==> src/rtl/pipe_pkg.sv <==
`default_nettype none
// ============================================================================
// Module  : pipe_pkg
// Purpose : Shared encodings and types for the five-stage pipeline sequencer:
//           forwarding selects, next-PC selects, FSM states and the per-stage
//           control record carried by the shadow pipe.
// Rev     : 1.0  initial release
// ============================================================================
package pipe_pkg;

    // EX operand source select
    localparam logic [1:0] C_FWD_RF  = 2'b00;
    localparam logic [1:0] C_FWD_WB  = 2'b01;
    localparam logic [1:0] C_FWD_MEM = 2'b10;

    // Next-PC source select
    localparam logic [1:0] C_PC_PLUS4  = 2'b00;
    localparam logic [1:0] C_PC_JUMP   = 2'b01;
    localparam logic [1:0] C_PC_BRANCH = 2'b10;

    typedef enum logic [0:0] {
        ST_RUN      = 1'b0,
        ST_MEM_WAIT = 1'b1
    } state_e;

    typedef struct packed {
        logic       valid;
        logic [4:0] wreg;
        logic       regwrite;
        logic       memread;
        logic       memwrite;
    } stage_ctrl_t;

    localparam stage_ctrl_t C_BUBBLE = '0;

    // A stage can supply a source operand only if it really writes a
    // non-zero register matching that source; $0 is hardwired zero.
    function automatic logic fwd_hit(input logic wr, input logic [4:0] wreg,
                                     input logic [4:0] src);
        return wr && (wreg != 5'd0) && (wreg == src);
    endfunction

endpackage
`default_nettype wire

==> src/rtl/fwd_unit.sv <==
`default_nettype none
// ============================================================================
// Module  : fwd_unit
// Purpose : Combinational forwarding select for one EX source operand.
//           MEM has priority over WB; register 0 never forwards.
// Ports   : src_i        - EX-stage source register number
//           mem_wr_i     - MEM stage valid and writing a register
//           mem_wreg_i   - MEM stage destination register
//           wb_wr_i      - WB stage valid and writing a register
//           wb_wreg_i    - WB stage destination register
//           sel_o        - operand select (regfile / WB / MEM)
// Rev     : 1.0  initial release
// ============================================================================
module fwd_unit
    import pipe_pkg::*;
(
    input  logic [4:0] src_i,
    input  logic       mem_wr_i,
    input  logic [4:0] mem_wreg_i,
    input  logic       wb_wr_i,
    input  logic [4:0] wb_wreg_i,
    output logic [1:0] sel_o
);

    always_comb begin
        sel_o = C_FWD_RF;
        if (fwd_hit(mem_wr_i, mem_wreg_i, src_i)) begin
            sel_o = C_FWD_MEM;
        end else if (fwd_hit(wb_wr_i, wb_wreg_i, src_i)) begin
            sel_o = C_FWD_WB;
        end
    end

endmodule
`default_nettype wire

==> src/rtl/pipe_hazard_ctrl.sv <==
`default_nettype none
// ============================================================================
// Module  : pipe_hazard_ctrl
// Purpose : Hazard / sequencing controller for the five-stage MIPS core.
//           Tracks EX/MEM/WB control in a shadow pipe, generates stage enables
//           and flushes, EX forwarding selects, and freezes the pipe while the
//           data memory is busy (with a timeout and sticky error).
// Ports   : clk, rst_n                    - clock, async active-low reset
//           id_*_i                        - decoded fields of the ID instruction
//           ex_branch_taken_i             - branch in EX resolved taken
//           dmem_ready_i                  - data memory completes this cycle
//           *_en_o, *_flush_o, pc_sel_o   - stage register control
//           fwd_a_o, fwd_b_o              - EX operand selects
//           mem_err_o, stall_cnt_o, flush_cnt_o - debug status
// Rev     : 1.0  initial release
// ============================================================================
module pipe_hazard_ctrl
    import pipe_pkg::*;
#(
    parameter int MEM_TIMEOUT = 255,
    parameter int CNT_W       = 16
)(
    input  logic             clk,
    input  logic             rst_n,
    input  logic             id_valid_i,
    input  logic [4:0]       id_rs_i,
    input  logic [4:0]       id_rt_i,
    input  logic             id_uses_rs_i,
    input  logic             id_uses_rt_i,
    input  logic [4:0]       id_wreg_i,
    input  logic             id_regwrite_i,
    input  logic             id_memread_i,
    input  logic             id_memwrite_i,
    input  logic             id_jump_i,
    input  logic             ex_branch_taken_i,
    input  logic             dmem_ready_i,
    output logic             pc_en_o,
    output logic             ifid_en_o,
    output logic             idex_en_o,
    output logic             exmem_en_o,
    output logic             memwb_en_o,
    output logic             ifid_flush_o,
    output logic             idex_flush_o,
    output logic [1:0]       pc_sel_o,
    output logic [1:0]       fwd_a_o,
    output logic [1:0]       fwd_b_o,
    output logic             mem_err_o,
    output logic [CNT_W-1:0] stall_cnt_o,
    output logic [CNT_W-1:0] flush_cnt_o
);

    localparam int                WAIT_W     = (MEM_TIMEOUT < 2) ? 1 : $clog2(MEM_TIMEOUT + 1);
    localparam logic [WAIT_W-1:0] C_WAIT_MAX = WAIT_W'(MEM_TIMEOUT);

    // ------------------------------------------------------------------
    // State
    // ------------------------------------------------------------------
    state_e             r_state_q, w_state_d;
    logic [WAIT_W-1:0]  r_wait_q,  w_wait_d;
    stage_ctrl_t        r_ex_q,    w_ex_d;
    stage_ctrl_t        r_mem_q;
    logic [4:0]         r_ex_rs_q, r_ex_rt_q;
    logic [4:0]         w_ex_rs_d, w_ex_rt_d;
    // WB only needs what forwarding looks at
    logic               r_wb_valid_q;
    logic               r_wb_regwrite_q;
    logic [4:0]         r_wb_wreg_q;
    logic               r_mem_err_q;
    logic [CNT_W-1:0]   r_stall_cnt_q;
    logic [CNT_W-1:0]   r_flush_cnt_q;

    logic w_mem_access;
    logic w_freeze;
    logic w_set_err;
    logic w_load_use;
    logic w_branch;
    logic w_jump;
    logic w_stall_evt;
    logic w_flush_evt;

    // ------------------------------------------------------------------
    // Memory-wait FSM. The freeze is asserted combinationally in the first
    // ready-low cycle so the MEM access is never lost. The wait counter
    // holds the number of ready-low cycles already spent frozen; when it
    // reaches MEM_TIMEOUT the pipe is released regardless of dmem_ready.
    // ------------------------------------------------------------------
    assign w_mem_access = r_mem_q.valid && (r_mem_q.memread || r_mem_q.memwrite);

    always_comb begin
        w_state_d = r_state_q;
        w_wait_d  = r_wait_q;
        w_freeze  = 1'b0;
        w_set_err = 1'b0;
        unique case (r_state_q)
            ST_RUN: begin
                if (w_mem_access && !dmem_ready_i) begin
                    w_freeze  = 1'b1;
                    w_state_d = ST_MEM_WAIT;
                    w_wait_d  = WAIT_W'(1);
                end
            end
            ST_MEM_WAIT: begin
                if (dmem_ready_i) begin
                    w_state_d = ST_RUN;
                    w_wait_d  = '0;
                end else if (r_wait_q == C_WAIT_MAX) begin
                    w_state_d = ST_RUN;
                    w_wait_d  = '0;
                    w_set_err = 1'b1;
                end else begin
                    w_freeze  = 1'b1;
                    w_wait_d  = r_wait_q + 1'b1;
                end
            end
            default: begin
                w_state_d = ST_RUN;
                w_wait_d  = '0;
            end
        endcase
    end

    // ------------------------------------------------------------------
    // Hazard resolution. Priority: freeze > taken branch > jump > load-use.
    // A redirect discards the ID instruction that would have stalled, so
    // branch and jump both cancel the load-use stall.
    // ------------------------------------------------------------------
    assign w_load_use = r_ex_q.valid && r_ex_q.memread && (r_ex_q.wreg != 5'd0) &&
                        ((id_uses_rs_i && (id_rs_i == r_ex_q.wreg)) ||
                         (id_uses_rt_i && (id_rt_i == r_ex_q.wreg)));
    assign w_branch   = ex_branch_taken_i;
    assign w_jump     = id_valid_i && id_jump_i && !w_branch;

    always_comb begin
        pc_en_o      = 1'b1;
        ifid_en_o    = 1'b1;
        idex_en_o    = 1'b1;
        exmem_en_o   = 1'b1;
        memwb_en_o   = 1'b1;
        ifid_flush_o = 1'b0;
        idex_flush_o = 1'b0;
        pc_sel_o     = C_PC_PLUS4;
        w_stall_evt  = 1'b0;
        w_flush_evt  = 1'b0;
        if (w_freeze) begin
            pc_en_o     = 1'b0;
            ifid_en_o   = 1'b0;
            idex_en_o   = 1'b0;
            exmem_en_o  = 1'b0;
            memwb_en_o  = 1'b0;
            w_stall_evt = 1'b1;
        end else if (w_branch) begin
            pc_sel_o     = C_PC_BRANCH;
            ifid_flush_o = 1'b1;
            idex_flush_o = 1'b1;
            w_flush_evt  = 1'b1;
        end else if (w_jump) begin
            pc_sel_o     = C_PC_JUMP;
            ifid_flush_o = 1'b1;
            w_flush_evt  = 1'b1;
        end else if (w_load_use) begin
            pc_en_o      = 1'b0;
            ifid_en_o    = 1'b0;
            idex_flush_o = 1'b1;
            w_stall_evt  = 1'b1;
        end
    end

    // Next EX contents: the ID instruction, or a bubble when flushed / empty
    always_comb begin
        w_ex_d    = C_BUBBLE;
        w_ex_rs_d = 5'd0;
        w_ex_rt_d = 5'd0;
        if (id_valid_i && !idex_flush_o) begin
            w_ex_d.valid    = 1'b1;
            w_ex_d.wreg     = id_wreg_i;
            w_ex_d.regwrite = id_regwrite_i;
            w_ex_d.memread  = id_memread_i;
            w_ex_d.memwrite = id_memwrite_i;
            w_ex_rs_d       = id_rs_i;
            w_ex_rt_d       = id_rt_i;
        end
    end

    // ------------------------------------------------------------------
    // Sequential state
    // ------------------------------------------------------------------
    always_ff @(posedge clk or negedge rst_n) begin
        if (!rst_n) begin
            r_state_q       <= ST_RUN;
            r_wait_q        <= '0;
            r_ex_q          <= C_BUBBLE;
            r_ex_rs_q       <= 5'd0;
            r_ex_rt_q       <= 5'd0;
            r_mem_q         <= C_BUBBLE;
            r_wb_valid_q    <= 1'b0;
            r_wb_regwrite_q <= 1'b0;
            r_wb_wreg_q     <= 5'd0;
            r_mem_err_q     <= 1'b0;
            r_stall_cnt_q   <= '0;
            r_flush_cnt_q   <= '0;
        end else begin
            r_state_q <= w_state_d;
            r_wait_q  <= w_wait_d;
            if (!w_freeze) begin
                r_ex_q          <= w_ex_d;
                r_ex_rs_q       <= w_ex_rs_d;
                r_ex_rt_q       <= w_ex_rt_d;
                r_mem_q         <= r_ex_q;
                r_wb_valid_q    <= r_mem_q.valid;
                r_wb_regwrite_q <= r_mem_q.regwrite;
                r_wb_wreg_q     <= r_mem_q.wreg;
            end
            if (w_set_err) begin
                r_mem_err_q <= 1'b1;
            end
            if (w_stall_evt && (r_stall_cnt_q != '1)) begin
                r_stall_cnt_q <= r_stall_cnt_q + 1'b1;
            end
            if (w_flush_evt && (r_flush_cnt_q != '1)) begin
                r_flush_cnt_q <= r_flush_cnt_q + 1'b1;
            end
        end
    end

    // ------------------------------------------------------------------
    // Forwarding
    // ------------------------------------------------------------------
    logic w_mem_wr;
    logic w_wb_wr;

    assign w_mem_wr = r_mem_q.valid && r_mem_q.regwrite;
    assign w_wb_wr  = r_wb_valid_q && r_wb_regwrite_q;

    fwd_unit u_fwd_a (
        .src_i      (r_ex_rs_q),
        .mem_wr_i   (w_mem_wr),
        .mem_wreg_i (r_mem_q.wreg),
        .wb_wr_i    (w_wb_wr),
        .wb_wreg_i  (r_wb_wreg_q),
        .sel_o      (fwd_a_o)
    );

    fwd_unit u_fwd_b (
        .src_i      (r_ex_rt_q),
        .mem_wr_i   (w_mem_wr),
        .mem_wreg_i (r_mem_q.wreg),
        .wb_wr_i    (w_wb_wr),
        .wb_wreg_i  (r_wb_wreg_q),
        .sel_o      (fwd_b_o)
    );

    assign mem_err_o   = r_mem_err_q;
    assign stall_cnt_o = r_stall_cnt_q;
    assign flush_cnt_o = r_flush_cnt_q;

endmodule
`default_nettype wire

==> config.mk <==
export PLATFORM = sky130hd
export DESIGN_NAME = pipe_hazard_ctrl
export DESIGN_NICKNAME = d
export VERILOG_FILES = /design/src/rtl/pipe_pkg.sv /design/src/rtl/fwd_unit.sv /design/src/rtl/pipe_hazard_ctrl.sv
export SDC_FILE = /design/constraint.sdc
export NUM_CORES = 1
export LEC_CHECK = 0
export BUFFER_PORTS_ARGS = -buffer_cell sky130_fd_sc_hd__buf_2
export CAP_MARGIN = 15
export CORE_ASPECT_RATIO = 0.75
export CORE_MARGIN = 2
export CORE_UTILIZATION = 55
export DETAILED_ROUTE_END_ITERATION = 6
export PLACE_DENSITY = 0.89
export SLEW_MARGIN = 20
export SYNTH_ARGS = -nofsm -noshare
export SYNTH_HDL_FRONTEND = slang
export SYNTH_SLANG_ARGS = --single-unit
==> constraint.sdc <==
create_clock -name clk -period 6 [get_ports clk]
set_clock_uncertainty 0.05 [all_clocks]
set_input_delay 1.5 -clock clk [delete_from_list [all_inputs] [get_ports clk]]
set_output_delay 1.5 -clock clk [all_outputs]
set_load 0.01 [all_outputs]
* After elaboration in Yosys (flattened, before gate mapping)
Cells that the tools add are included.
Word-level totals: output and inout bits 46, register bits after elaboration 77
Cells by class: mux-type cells 35, $add $sub $neg 3, bitwise logic cells 1, reduce and logical (&&, ||, !) cells 28, eq/ne operators 10
Operators by type and width (count):
- $add A16 B1 Y16 const B | 2
- $ne A16 B16 Y1 const B | 2
- $eq A5 B5 Y1 | 6
- $mux W8 | 3
- $mux W1 | 23
- $logic_and A1 B1 Y1 | 20
- $pmux W8 S2 | 1
- $reduce_bool A5 Y1 | 3
- $mux W5 | 2
- $mux W9 | 1
- $add A8 B1 Y8 const B | 1
- $eq A8 B8 Y1 const B | 1
- $mux W2 | 4
- $logic_not A1 Y1 | 3
- $logic_or A1 B1 Y1 | 2
- $ne A2 B2 Y1 const B | 1
- $pmux W1 S2 | 1
- $not A1 Y1 | 1

* Logic depth before layout (Yosys ltp)
depth after elaboration 11, depth in mapped cells 9

* Modules after synthesis
Synthesis repeated with hierarchy kept, for this count alone.
Second synthesis, totals: cells, all modules 360, area total of the unflattened synthesis 3903.7 um^2
By module, submodules not included:
- pipe_hazard_ctrl | cells each 320, area each 3601.0 um^2, times used 1
- fwd_unit | cells each 20, area each 151.4 um^2, times used 2

* Worst setup path before layout
No wires, ideal clock.
kind in2out, start point input dmem_ready_i, end point output pc_en_o, setup slack 1843 ps, cell stages on the path 7, data arrival time 2607 ps, required time 4450 ps, path buffers 2, cells stage by stage and2b_2 -> o21ai_4 -> o21ai_4 -> a31o_4 -> buf_6 -> inv_1 -> buf_4
On the way: word-level cells in the longest chain between the ends 5, elaborated cells on any way between the ends 6
Ends and longest elaborated chain:
- start, declared | RTL line pipe_hazard_ctrl.sv:36 | input logic dmem_ready_i,
- $logic_not A1 Y1 | RTL line pipe_hazard_ctrl.sv:96 | if (w_mem_access && !dmem_ready_i) begin
- $logic_and A1 B1 Y1 | RTL line pipe_hazard_ctrl.sv:96
- $mux W1 | RTL line pipe_hazard_ctrl.sv:96
- $pmux W1 S2 * | RTL line pipe_hazard_ctrl.sv:94 | unique case (r_state_q)
- $mux W1 *
- end, declared | RTL line pipe_hazard_ctrl.sv:37 | output logic pc_en_o,
Mark *: on every way between the ends. The rest lies on a longest branch, timed or not.

* Worst setup path in the final report
start point input id_rs_i[4], end point output ifid_en_o
On the way: word-level cells in the longest chain between the ends 8
Ends and longest elaborated chain:
- start, declared | RTL line pipe_hazard_ctrl.sv:26 | input logic [4:0] id_rs_i,
- $eq A5 B5 Y1 | RTL line pipe_hazard_ctrl.sv:128 | ((id_uses_rs_i && (id_rs_i == r_ex_q.wreg)) ||
- $logic_and A1 B1 Y1 | RTL line pipe_hazard_ctrl.sv:128
- $logic_or A1 B1 Y1 | RTL line pipe_hazard_ctrl.sv:128
- $logic_and A1 B1 Y1 | RTL line pipe_hazard_ctrl.sv:127 | assign w_load_use = r_ex_q.valid && r_ex_q.memread && (r_ex_q.wreg != 5'd0) &&
- $mux W1 | RTL line pipe_hazard_ctrl.sv:160 | end else if (w_load_use) begin
- $mux W1 | RTL line pipe_hazard_ctrl.sv:156 | end else if (w_jump) begin
- $mux W1 | RTL line pipe_hazard_ctrl.sv:151 | end else if (w_branch) begin
- $mux W1 | RTL line pipe_hazard_ctrl.sv:144 | if (w_freeze) begin
- end, declared | RTL line pipe_hazard_ctrl.sv:38 | output logic ifid_en_o,
No other way between the ends.

==> metrics.md <==
| Metric | Value |
|---|---|
| Pwr dens | `293 nW/um2` |
| WL final | `8.50 mm` |
| Sequential area share after synthesis | `50.4%` |
| Maxcap violations | `0` |
| Total Die Area | `7650 um2` |
| Post-CTS sizing | `0` |
| Final hold vios | `0` |
| Hold path start | `mem_err_o$_DFFE_PN0P_` |
| Most used cell, CP | `buf_2` |
| Final core utilization | `65.1%` |
| Worst R2R Path Depth | `6` |
| Cts-stage hold buffer count | `0` |
| Commonest cells after routing, fill and taps aside | `dfrtp_1, buf_2, xnor2_1, nand3_1, nand2_1` |
| Most common cell after layout, fill and taps aside | `dfrtp_1` |
| Mapped cell area | `3830 um2` |
| Clock slew at reported path FFs | `0.08 ns` |
| TritonRoute pass-1 iters | `4` |
| Worst-path cell with the longest stage delay | `o22ai_1` |
| Worst Tran Pin Value | `0.947 ns` |
| RD Place Congestion | `0.870` |
| Drt via density | `5.85` |
| Total grt overflow | `0` |
| Yosys warns | `0` |
| Layout cells sized above 1 | `28.2%` |
| Syn Nets | `369` |
| IO Pins | `72` |
| Post-DP HPWL | `5.81 mm` |
| Area delta synth->final | `15.1%` |
| Critical path type | `primary input to primary output` |
| Worst skew pair latency | `0.35 ns` |
| Library cells used by synthesis | `46` |
| WP data arrival | `2.83 ns` |
| Flop2flop setup slack | `3.38 ns` |
| Critical path capture point type | `primary output` |
| Main synth FF type | `dfrtp_1` |
| Cells after Synth | `340` |
| Setup_tns | `0 ns` |
| Clk sink count | `77` |
| Vias | `2917` |
| Critical-path maximum fanout | `16` |
| # setup viols final | `0` |
| Global-route wire length before repair | `14.5 mm` |
| Status | `finished, final reports clean` |
| Post-synth ARST share | `100%` |
| FMAX | `0.228 GHz` |
| Final antenna diode count | `0` |
| Per-cell routed wire length | `17.0 um` |
| Initial antenna violation count | `0` |
| Initial detailed-routing violation count | `183` |
| Worst hold path type | `register to register` |
| Startpoint Class | `primary input` |
| PortBufs | `71` |
| Critical path required time | `4.45 ns` |
| TritonCTS buffer count | `9` |
| Reg-to-reg startpoint | `stall_cnt_o[3]$_DFFE_PN0P_` |
| Setup Buffers After CTS | `0` |
| Flops & latches, synth | `77` |
| Initial Util | `56.5%` |
| RSZ-0062 raised after global routing | `no` |
| # DRC | `0` |
| Vias in the first global route | `2977` |
| H-tree depth | `3` |
| Peak supply drop | `0.193 mV` |
| Hold Path End | `mem_err_o$_DFFE_PN0P_` |
| Post-synth EDFFs | `0` |
| Syn avg cell area | `11.3 um2` |
| Slew headroom | `36.9%` |
| Crit path cell chain | `buf_2 -> xnor2_1 -> nand4_1 -> o22ai_1 -> a31o_4 -> inv_1 -> buf_2` |
| CTS tree | `yes` |
| Final slew viol count | `0` |
| Pin count of the biggest net entering global routing | `78` |
| Net count, final | `439` |
| Rows | `26` |
| Routed Antenna Nets | `0` |
| Root buf cell | `clkbuf_8` |
| Die extent in y | `76.2 um` |
| Core box area | `6770 um2` |
| Leak pwr | `2.12 nW` |
| Fin crit share | `73.0%` |
| Hold path depth | `1` |
| Worst setup startpoint | `id_rs_i[4]` |
| All-layer global routing usage | `24.1%` |
| R2r endpoint | `stall_cnt_o[1]$_DFFE_PN0P_` |
| Post-layout minimum cycle time | `4.38 ns` |
| Slowest cell delay on critical path | `0.37 ns` |
| Maximum buffer depth of the clock tree | `2` |
| Chip width | `100 um` |
cells by family after synthesis:
| group | after synthesis | share of synthesized area [%] |
|---|---|---|
| and+or+nand+nor | 115 | 16.9 |
| adders and majority gates | 3 | 0.981 |
| DFF | 77 | 50.4 |
| buffers and inverters | 21 | 3.24 |
| AOI/OAI and AO/OA | 49 | 10.3 |
| muxes | 16 | 4.71 |
| xor gates and xnor gates | 59 | 13.5 |
worst max-delay path by stage:
stage	cells after the start	endpoint	slack (ns)
floorplan	7	pc_en_o	1.84
global placement	7	ifid_en_o	1.66
detailed placement	7	ifid_en_o	1.64
CTS	7	ifid_en_o	1.62
global route	7	ifid_en_o	1.49
finish	7	ifid_en_o	1.62
area by class of cell:
cell class / count / area [um2]
flip-flops and latches: 77 / 1930
repair buffers: 72 / 365
inverters: 8 / 30.0
clock buffers: 11 / 141
well taps: 84 / 105
clock inverters: 5 / 58.8
fillers: 511 / 2360
multi-input cells: 242 / 1780
metal layers:
| layer | wire length, um | up-vias | part of all wire, % | GRT usage, % |
|---|---|---|---|---|
| met5 | 0 | - | 0 | 0 |
| li1 | - | 1354 | - | - |
| met2 | 4080 | 88 | 48 | 37.2 |
| met1 | 3750 | 1457 | 44 | 32.0 |
| met4 | 195 | 0 | 2.3 | 9.32 |
| met3 | 470 | 18 | 5.5 | 7.61 |
metrics by stage:
step | cell area (um2) | setup slack, ns | hold WS [ns] | instances | power, mW
5_1_grt | 4400 | 1.49 | 0.443 | 499 | 1.36
3_3_place_gp | 4200 | 1.66 | 0.396 | 483 | 0.884
6_report | 4400 | 1.62 | 0.419 | 499 | 1.29
2_1_floorplan | 3830 | 1.84 | 0.389 | 340 | 0.800
3_5_place_dp | 4200 | 1.64 | 0.394 | 483 | 0.900
4_1_cts | 4400 | 1.62 | 0.416 | 499 | 1.30
critical path: cells and delay by family:
| family | cells | cell delay, ns |
|---|---|---|
| compound gates | 2 | 0.73 |
| xor+xnor | 1 | 0.14 |
| buf+inv | 3 | 0.33 |
| simple gates | 1 | 0.12 |
synthesized netlist by cell type (4+ instances only):
cell type   n  share of area, %
inv_1       7              0.69
nand3_1    23               3.0
dfrtp_1    77                50
nand4_1    12               2.0
nor2_1     17               1.7
xnor2_1    44                10
nor4_1      5              0.82
o21ai_0     9               1.2
nand3_2     6               1.6
xor2_1     15               3.4
nor3_1      4              0.52
and3_1      9               1.5
a22o_1     19               4.3
mux2_2     16               4.7
nand2_1    23               2.3
buf_4       4              0.78
report_power, final:
part	internal (mW)	switching (mW)	leakage [nW]
clock network	0.204	0.192	0.0959
registers	0.578	0.0799	1.03
logic	0.113	0.123	0.994
state kept, by name (all words and copies together) (netlist names):
| register | cells |
|---|---|
| flush_cnt_o | 16 |
| stall_cnt_o | 16 |
| r_ex_q | 9 |
| r_mem_q | 9 |
| r_wait_q | 8 |
| r_ex_rs_q | 5 |
| r_ex_rt_q | 5 |
| r_wb_wreg_q | 5 |
| mem_err_o | 1 |
| r_state_q | 1 |
| r_wb_regwrite_q | 1 |
| r_wb_valid_q | 1 |
Note: power is estimated with default switching activity, not from simulation.
